--- config.mk ---
export PLATFORM = sky130hd
export DESIGN_NAME = simon_game
export DESIGN_NICKNAME = d
export VERILOG_FILES = /design/src/rtl/simon_game.sv
export SDC_FILE = /design/constraint.sdc
export NUM_CORES = 1
export LEC_CHECK = 0
export CORE_AREA = 8 8 149 151
export CTS_BUF_LIST = sky130_fd_sc_hd__clkbuf_4
export CTS_CLUSTER_DIAMETER = 80
export DETAILED_ROUTE_END_ITERATION = 10
export DIE_AREA = 0 0 157 159
export GPL_TIMING_DRIVEN = 0
export PLACE_DENSITY_LB_ADDON = 0.05
export SLEW_MARGIN = 10
export SYNTH_ARGS = -nofsm -noshare
export SYNTH_HDL_FRONTEND = slang
export SYNTH_SLANG_ARGS = --single-unit
export TNS_END_PERCENT = 5
--- constraint.sdc ---
create_clock -name pclk -period 4.35 [get_ports pclk]
set_clock_uncertainty 0.2 [all_clocks]
set_input_delay 1.0875 -clock pclk [delete_from_list [all_inputs] [get_ports pclk]]
set_output_delay 1.0875 -clock pclk [all_outputs]
set_load 0.05 [all_outputs]
--- src/rtl/simon_game.sv ---
// Four-switch Simon memory game: the player enters a pattern, the block plays the
// stored sequence back, the player repeats it; a miss or a full memory ends the game.
module simon_game #(
  parameter int DEPTH  = 64,
  parameter int ADDR_W = 6
) (
  input  logic       pclk,
  input  logic       rst,
  input  logic       level,
  input  logic [3:0] pattern,
  output logic [3:0] pattern_leds,
  output logic [2:0] mode_leds
);

  typedef enum logic [1:0] {
    INPUT    = 2'd0,
    PLAYBACK = 2'd1,
    REPEAT   = 2'd2,
    DONE     = 2'd3
  } mode_t;

  localparam logic [ADDR_W:0]   CNT_ONE  = (ADDR_W+1)'(1);
  localparam logic [ADDR_W:0]   CNT_FULL = (ADDR_W+1)'(DEPTH);
  localparam logic [ADDR_W-1:0] IDX_ONE  = ADDR_W'(1);

  mode_t             mode_q;
  mode_t             mode_d;
  logic [ADDR_W:0]   count_q;
  logic [ADDR_W:0]   count_d;
  logic [ADDR_W-1:0] idx_q;
  logic [ADDR_W-1:0] idx_d;
  logic              hard_q;
  logic              mem_we_s;
  logic              last_s;
  logic [3:0]        mem_rd_s;
  logic [3:0]        mem_q [DEPTH];

  // Easy level accepts only single-switch patterns.
  function automatic logic pattern_valid(input logic hard, input logic [3:0] p);
    logic ok;
    case (p)
      4'b0001, 4'b0010, 4'b0100, 4'b1000: ok = 1'b1;
      default:                            ok = hard;
    endcase
    return ok;
  endfunction

  assign last_s   = ({1'b0, idx_q} == (count_q - CNT_ONE));
  assign mem_rd_s = mem_q[idx_q];

  always_ff @(posedge pclk or posedge rst) begin
    if (rst) begin
      mode_q  <= INPUT;
      count_q <= '0;
      idx_q   <= '0;
      hard_q  <= level;
    end else begin
      mode_q  <= mode_d;
      count_q <= count_d;
      idx_q   <= idx_d;
      hard_q  <= hard_q;
    end
  end

  // Sequence storage carries no reset; only entries below count are ever read.
  always_ff @(posedge pclk) begin
    if (mem_we_s) begin
      mem_q[count_q[ADDR_W-1:0]] <= pattern;
    end
  end

  always_comb begin
    mode_d   = mode_q;
    count_d  = count_q;
    idx_d    = idx_q;
    mem_we_s = 1'b0;
    case (mode_q)
      INPUT: begin
        if (pattern_valid(hard_q, pattern)) begin
          mem_we_s = 1'b1;
          count_d  = count_q + CNT_ONE;
          idx_d    = '0;
          mode_d   = PLAYBACK;
        end else begin
          mode_d = INPUT;
        end
      end
      PLAYBACK: begin
        if (last_s) begin
          idx_d  = '0;
          mode_d = REPEAT;
        end else begin
          idx_d = idx_q + IDX_ONE;
        end
      end
      REPEAT: begin
        if (pattern != mem_rd_s) begin
          idx_d  = '0;
          mode_d = DONE;
        end else if (last_s) begin
          idx_d  = '0;
          mode_d = (count_q == CNT_FULL) ? DONE : INPUT;
        end else begin
          idx_d = idx_q + IDX_ONE;
        end
      end
      DONE: begin
        idx_d = last_s ? '0 : (idx_q + IDX_ONE);
      end
      default: begin
        mode_d = INPUT;
        idx_d  = '0;
      end
    endcase
  end

  always_comb begin
    mode_leds    = 3'b001;
    pattern_leds = pattern;
    case (mode_q)
      INPUT:    begin mode_leds = 3'b001; pattern_leds = pattern;  end
      PLAYBACK: begin mode_leds = 3'b010; pattern_leds = mem_rd_s; end
      REPEAT:   begin mode_leds = 3'b100; pattern_leds = pattern;  end
      DONE:     begin mode_leds = 3'b111; pattern_leds = mem_rd_s; end
      default:  begin mode_leds = 3'b001; pattern_leds = pattern;  end
    endcase
  end

endmodule

==> results of run 1 <==
layout make-up:
cell class                 count  area, um^2
clock inverter                21         111
timing repair buffer          34         355
antenna                        1        2.50
buffer                        40         358
inverter                      13        48.8
fill                        1382        6460
sequential                   272        8080
clock buffer                  99         743
multi-input combinational    375        3350
tap                          270         338
metal layers:
layer  track usage (%)  up-vias  part of all wire [%]
met2              36.7      334                    49
met1              31.4     3517                    40
met5                 0        -                     0
met4              9.22        0                   3.0
li1                  -     3011                     -
met3              4.70       70                   8.5
worst max-delay path, stage by stage, from the launching register on:
cell      delay (ns)
dfrtp_1         0.39
buf_8           0.16
buf_12          0.15
buf_8           0.20
mux2i_2         0.27
o221ai_1        0.18
a21oi_1         0.23
a22o_1          0.24
o21ai_2         0.10
mux2_2          0.26
buf_4           0.19
repair_timing:
action | CTS | global route
setup endpoints to repair | 4 | 4
cloned | 0 | 2
hold buffers | 0 | 0
gates resized for setup | 73 | 22
setup buffers | 7 | 8
pin swaps | 8 | 6
through the flow:
stage                     instance area [um^2]  setup WS [ns]
after CTS                                13200        -0.0282
after global placement                   12100          -1.98
after detailed placement                 12100         -0.654
after floorplan                          11600          0.536
final                                    13400         0.0313
after global routing                     13400        -0.0377
cell families after synthesis:
logic type                 Yosys count  share of synthesized area, %
AOI/OAI and AO/OA                   84                          5.47
buffers and inverters               53                          2.59
and+or+nand+nor                    169                          6.77
adders and majority gates            9                         0.971
latches                              1                         0.129
muxes                               99                          13.4
DFF                                271                          69.5
xor gates and xnor gates            14                          1.12
final timing paths:
| kind | startpoint | endpoint | cells past startpoint |
|---|---|---|---|
| setup / recovery | idx_q[1]$_DFFE_PP0P_ | pattern_leds[1] | 10 |
| hold / removal | mode_q[1]$_DFFE_PP0P_ | mode_q[1]$_DFFE_PP0P_ | 1 |
| setup reg to reg | idx_q[1]$_DFFE_PP0P_ | mode_q[0]$_DFFE_PP0P_ | 13 |
| hold reg to reg | mode_q[1]$_DFFE_PP0P_ | mode_q[1]$_DFFE_PP0P_ | 1 |
| max in group asynchronous | rst | idx_q[5]$_DFFE_PP0P_ | 2 |
| min in group asynchronous | rst | idx_q[2]$_DFFE_PP0P_ | 2 |
state kept, by name, summed over array words and instances (netlist names):
name	cells
mem_q	256
count_q	7
idx_q	6
mode_q	2
hard_q	1
cells in the final DEF (no fill, tap or decap), drive strengths merged, types with 4 or more instances in the layout:
| master | count |
|---|---|
| a21oi | 12 |
| a31oi | 6 |
| edfxtp | 256 |
| clkinv | 17 |
| clkbuf | 119 |
| ha | 9 |
| xnor2 | 6 |
| buf | 49 |
| nor2 | 84 |
| o21ai | 19 |
| nand3b | 4 |
| nand3 | 17 |
| dfrtp | 15 |
| and3 | 6 |
| mux2 | 15 |
| a22o | 4 |
| o221ai | 7 |
| nor2b | 7 |
| clkdlybuf4s50 | 5 |
| xor2 | 8 |
| nand2 | 29 |
| mux4 | 43 |
| mux2i | 41 |
| o211ai | 5 |
| inv | 16 |
| a221oi | 8 |
power groups by stage:
| stage | Clock, W | Sequential (W) | Combinational [W] |
|---|---|---|---|
| global placement | 0 | 0.00306 | 0.00192 |
| finish | 0.00209 | 0.00301 | 0.00221 |
| CTS | 0.00213 | 0.00300 | 0.00207 |
| detailed placement | 0 | 0.00306 | 0.00194 |
| global route | 0.00227 | 0.00301 | 0.00234 |
| floorplan | 0 | 0.00304 | 0.00135 |
==> qor.yml, run 1 <==
power_and_ir_drop:
  switching_share_pct: 31.7
  p_sw_w: 0.00232
  powerDensity_nw_per_um2: 546
  ir_drop_mv: 0.314
  comb_power_share_pct: 30.3
  p_seq_share_pct: 41.1
  power.total_w: 0.00731
  intPower_w: 0.00499
  clock_power_share_pct: 28.6
  leakage_nw: 4.39
routing:
  routed_wl_mm: 28.5
  drc: 0
  via_per_inst: 6.16
  drt_iter0_markers: 713
  antenna_left: 0
  first_pass_iters: 5
  via_count: 6932
  wl_per_cell_um: 25.3
clock_network:
  root_buffer: "clkbuf_4"
  cts_tree: "done"
  cts_buffers: 69
  max-clock-path-buffers: 3
  htree_levels: 3
  clkTransAtPathRegs_ns: 0.06
  clock_latency_ns: 0.68
sta:
  tns_ns: 0
  timing.hold.ws_ns: 0.365
  unconstrained_endpoints: 1
  setup_viol: 0
  max_slew_margin_pct: 44.8
  unclocked_pins: 1
  rsz0062_at_grt: "true"
  worstMarginPinSlew_ns: 0.828
  fin_crit_ns: 4.32
  finalCritPeriodShare_pct: 99.3
  fmax_mhz: 232
  slew_violations: 0
  hold_viol: 0
final_layout:
  area_growth_pct: 15.4
  utilization_pct: 67.4
  final-instance-count-excl-fill: 1125
  num-nets-final: 821
  drive_gt1_share_pct: 29.5
worst_hold_path:
  hp-class: "reg -> reg"
floorplan:
  die_height_um: 159
  io-pin-count: 14
  start_util_pct: 58.4
  row_count: 52
  fp.dieW_um: 157
  die-area_um2: 25000
  core_um2: 19800
placed_design:
  dp_cells: 987
  dpl.hpwl_mm: 18.9
  io_buffers: 13
  routabilityCongestion: 0.884
global_route:
  antenna_found_initial: 1
  grt_overflow: 0
  grt_pass1_wl_mm: 42.7
  grt_pass1_vias: 7146
  grt_util_all_layers_pct: 23.3
  grt_max_degree: 50
synthesis:
  synth_top_area_share_pct: 66.3
  synth_area_um2: 11600
  synth_cell_types: 64
  synthFlopType: "edfxtp_1"
  synthCells: 700
  yosysWarnings: 0
  yosys.area.top_type: "edfxtp_1"
  synthArstFlopShare_pct: 5.51
  syn-num-nets: 716
  post-synth-top-count-cell: "edfxtp_1"
  ys_ff_latch: 272
  synth_edf_count: 256
  syn_avg_cell_area_um2: 16.6
  synth_common_cells: "edfxtp_1 (256), nor2_1 (84), mux4_2 (42)"
  synth_area_leaders: "edfxtp_1 (66%), mux4_2 (8.2%), mux2i_1 (3.5%)"
worst_setup_path:
  crit_required_ns: 3.06
  crit_type: "reg -> out"
  timing.critical_path.arrival_ns: 3.03
  ff2ff_setup_slack_ns: 0.70
  critPathMaxFanout: 10
  cp-end-kind: "output port"
  cp-start-kind: "flip-flop"
run_status:
  status: "finished, final reports clean"
run:
  drv_cap: 0
Power figures use the tool's default switching activity.
==> run 2: changes to the inputs <==
--- a/config.mk
+++ b/config.mk
@@ -5,13 +5,16 @@
 export SDC_FILE = /design/constraint.sdc
 export NUM_CORES = 1
 export LEC_CHECK = 0
-export CORE_AREA = 8 8 149 151
+export CELL_PAD_IN_SITES_DETAIL_PLACEMENT = 1
+export CELL_PAD_IN_SITES_GLOBAL_PLACEMENT = 1
+export CORE_AREA = 8 8 153 155
 export CTS_BUF_LIST = sky130_fd_sc_hd__clkbuf_4
 export CTS_CLUSTER_DIAMETER = 80
 export DETAILED_ROUTE_END_ITERATION = 10
-export DIE_AREA = 0 0 157 159
+export DIE_AREA = 0 0 161 163
 export GPL_TIMING_DRIVEN = 0
 export PLACE_DENSITY_LB_ADDON = 0.05
+export SKIP_LAST_GASP = 1
 export SLEW_MARGIN = 10
 export SYNTH_ARGS = -nofsm -noshare
 export SYNTH_HDL_FRONTEND = slang
==> run 2 against run 1 <==
  * The run now ends with negative setup slack left
  * Final cell count up 0.18%
  * Via count grew 0.74%
  * Die area rose by 5.1%
  * Critical path depth fell by 1
  * Cell area up 1.0%
  * Utilization fell by 2.5 points
  * Setup slack got worse by 0.076 ns
  * Maximum frequency shrank 1.7%
  * Combinational power is 3% higher
==> qor.yml, run 2 (synthesis gave the netlist of run 1 again) <==
run_status:
  status: "finished, violations left"
  violations: "negative setup slack"
power_and_ir_drop:
  leakage_nw: 4.42  # +0.66%
  power.total_w: 0.00758  # +3.6%
  powerDensity_nw_per_um2: 561  # +2.6%
  ir_drop_mv: 0.329  # +4.7%
worst_hold_path:
  holdPathStages: 1  # unchanged
  min_to: "mode_q[1]$_DFFE_PP0P_"
  min_from: "mode_q[1]$_DFFE_PP0P_"
  hp-class: "reg -> reg"
sta:
  hold_viol: 0  # unchanged
  unclocked_pins: 1  # unchanged
  tns_ns: -0.115  # -0.115 ns
  finalCritPeriodShare_pct: 101  # +1.7 points
  rsz0062_at_grt: "true"
  fmax_mhz: 228  # -1.7%
  max_slew_margin_pct: 42.7  # -2.1 points
  unconstrained_endpoints: 1  # unchanged
  worstMarginPinSlew_ns: 0.859  # +0.0308 ns
  fin_crit_ns: 4.39  # +0.0760 ns
  setup_viol: 4  # +4
  slew_violations: 0  # unchanged
  fin_ws_ns: -0.0447  # -0.0760 ns
clock_network:
  clkTransAtPathRegs_ns: 0.06  # about the same
  htree_levels: 3  # unchanged
  cts_tree: "done"
  clock_latency_ns: 0.66  # -0.02 ns
  max-clock-path-buffers: 3  # unchanged
  root_buffer: "clkbuf_4"
  cts_buffers: 71  # +2.9%
floorplan:
  row_count: 53  # +1.9%
  die_height_um: 163  # +2.5%
  fp.dieW_um: 161  # +2.5%
  die-area_um2: 26200  # +5.1%
  io-pin-count: 14  # unchanged
  core_um2: 20800  # +4.9%
  start_util_pct: 55.7  # -2.7 points
routing:
  antenna_left: 0  # unchanged
  drt_iter0_markers: 608  # -15%
  via_per_inst: 6.20  # +0.56%
  routed_wl_mm: 31.9  # +12%
  wl_per_cell_um: 28.3  # +12%
  drc: 0  # unchanged
  via_count: 6983  # +0.74%
  first_pass_iters: 5  # unchanged
worst_setup_path:
  rr_startpoint: "idx_q[1]$_DFFE_PP0P_"
  critPathMaxFanout: 8  # -2
  cp-end-kind: "output port"
  ff2ff_setup_slack_ns: 0.62  # -0.08 ns
  cp-start-kind: "flip-flop"
  worstReg2RegEnd: "mode_q[1]$_DFFE_PP0P_"
  crit_type: "reg -> out"
  timing.critical_path.arrival_ns: 3.11  # +0.08 ns
  crit_required_ns: 3.06  # about the same
  rr_worst_depth: 13  # unchanged
global_route:
  grt_util_all_layers_pct: 24.9  # +1.5 points
  grt_pass1_vias: 7576  # +6.0%
  antenna_found_initial: 1  # unchanged
  grt_overflow: 0  # unchanged
  grt_pass1_wl_mm: 47.5  # +11%
  grt_max_degree: 49  # -2.0%
placed_design:
  dpl.hpwl_mm: 21.4  # +14%
  routabilityCongestion: 0.816  # -7.7%
  dp_cells: 992  # +0.51%
  io_buffers: 13  # unchanged
final_layout:
  final_cell_mix: "edfxtp_1 (256), clkbuf_4 (106), nor2_1 (84), mux4_2 (42), mux2i_1 (32)"
  area_growth_pct: 16.6
  utilization_pct: 64.9  # -2.5 points
  num-nets-final: 822  # +0.12%
  largest_reg_flops: 256  # unchanged
  final-instance-count-excl-fill: 1127  # +0.18%
  final_common_cell: "edfxtp_1"
  drive_gt1_share_pct: 30.6  # +1.0 points
run:
  drv_cap: 0  # unchanged
-- run 2: cell count changes in the layout (fill, tap and decap cells not counted), moves of 3 or more --
cell,delta
clkbuf_4,+5
buf_6,+3
a221oi_2,-3
clkinv_2,-5
o221ai_1,-4
clkinv_1,-6
a221oi_1,+3
-- run 2: layout make-up --
cell class / count / area (um^2)
plain buffers: 40 / 350
inverters: 13 / 48.8
diodes: 1 / 2.50
fillers: 1891 / 7310
repair buffers: 33 / 359
flip-flops and latches: 272 / 8080
well taps: 275 / 344
clock buffers: 104 / 781
clock inverters: 14 / 135
multi-input cells: 375 / 3420
-- run 2: worst max path at each step --
stage	start	end	slack, ns	cells past startpoint
after global placement	pattern[0]	mem_q[45][2]$_DFFE_PP_	-1.89	9
after global routing	idx_q[0]$_DFFE_PP0P_	pattern_leds[0]	-0.18	11
after floorplan	mode_q[1]$_DFFE_PP0P_	pattern_leds[0]	0.54	5
after CTS	idx_q[1]$_DFFE_PP0P_	pattern_leds[1]	-0.06	10
final	idx_q[1]$_DFFE_PP0P_	pattern_leds[3]	-0.04	9
after detailed placement	idx_q[3]$_DFFE_PP0P_	pattern_leds[0]	-0.68	9
-- run 2: worst max-delay path, stage by stage (launching register included) --
cell and delay, ns:
dfrtp_1 0.40, buf_12 0.17, buf_12 0.16, mux4_2 0.55
mux2i_4 0.26, o211ai_1 0.23, nand3_1 0.14, o21ai_1 0.07
mux2_4 0.30, buf_8 0.16
-- run 2: metrics by stage --
step / cell area, um^2 / hold slack (ns) / setup slack, ns
floorplan: 11600 / 0.317 / 0.536
global placement: 12100 / 0.345 / -1.89
detailed placement: 12100 / 0.357 / -0.678
CTS: 13500 / 0.370 / -0.0623
global route: 13500 / 0.399 / -0.185
finish: 13500 / 0.359 / -0.0447
-- run 2: what timing repair did --
item                                    CTS  global route
buffers inserted                         14             1
endpoints found under the setup margin    4             4
pin swaps                                10             0
hold buffers                              0             0
resized for setup                       101             6
cloned                                    1             0
-- run 2: metal layers --
metal  wire (um)  vias to the layer above  track usage [%]
met5           0                        -                0
met4        1180                        0             12.1
met3        1910                       77             4.75
met2       15900                      287             41.1
met1       12900                     3621             31.2
li1            -                     2998                -
-- run 2: power by group --
group | total, W | internal (W) | switching, W
registers | 0.00301 | 0.00295 | 0.0000606
clock network | 0.00229 | 0.00127 | 0.00102
logic | 0.00228 | 0.000947 | 0.00134
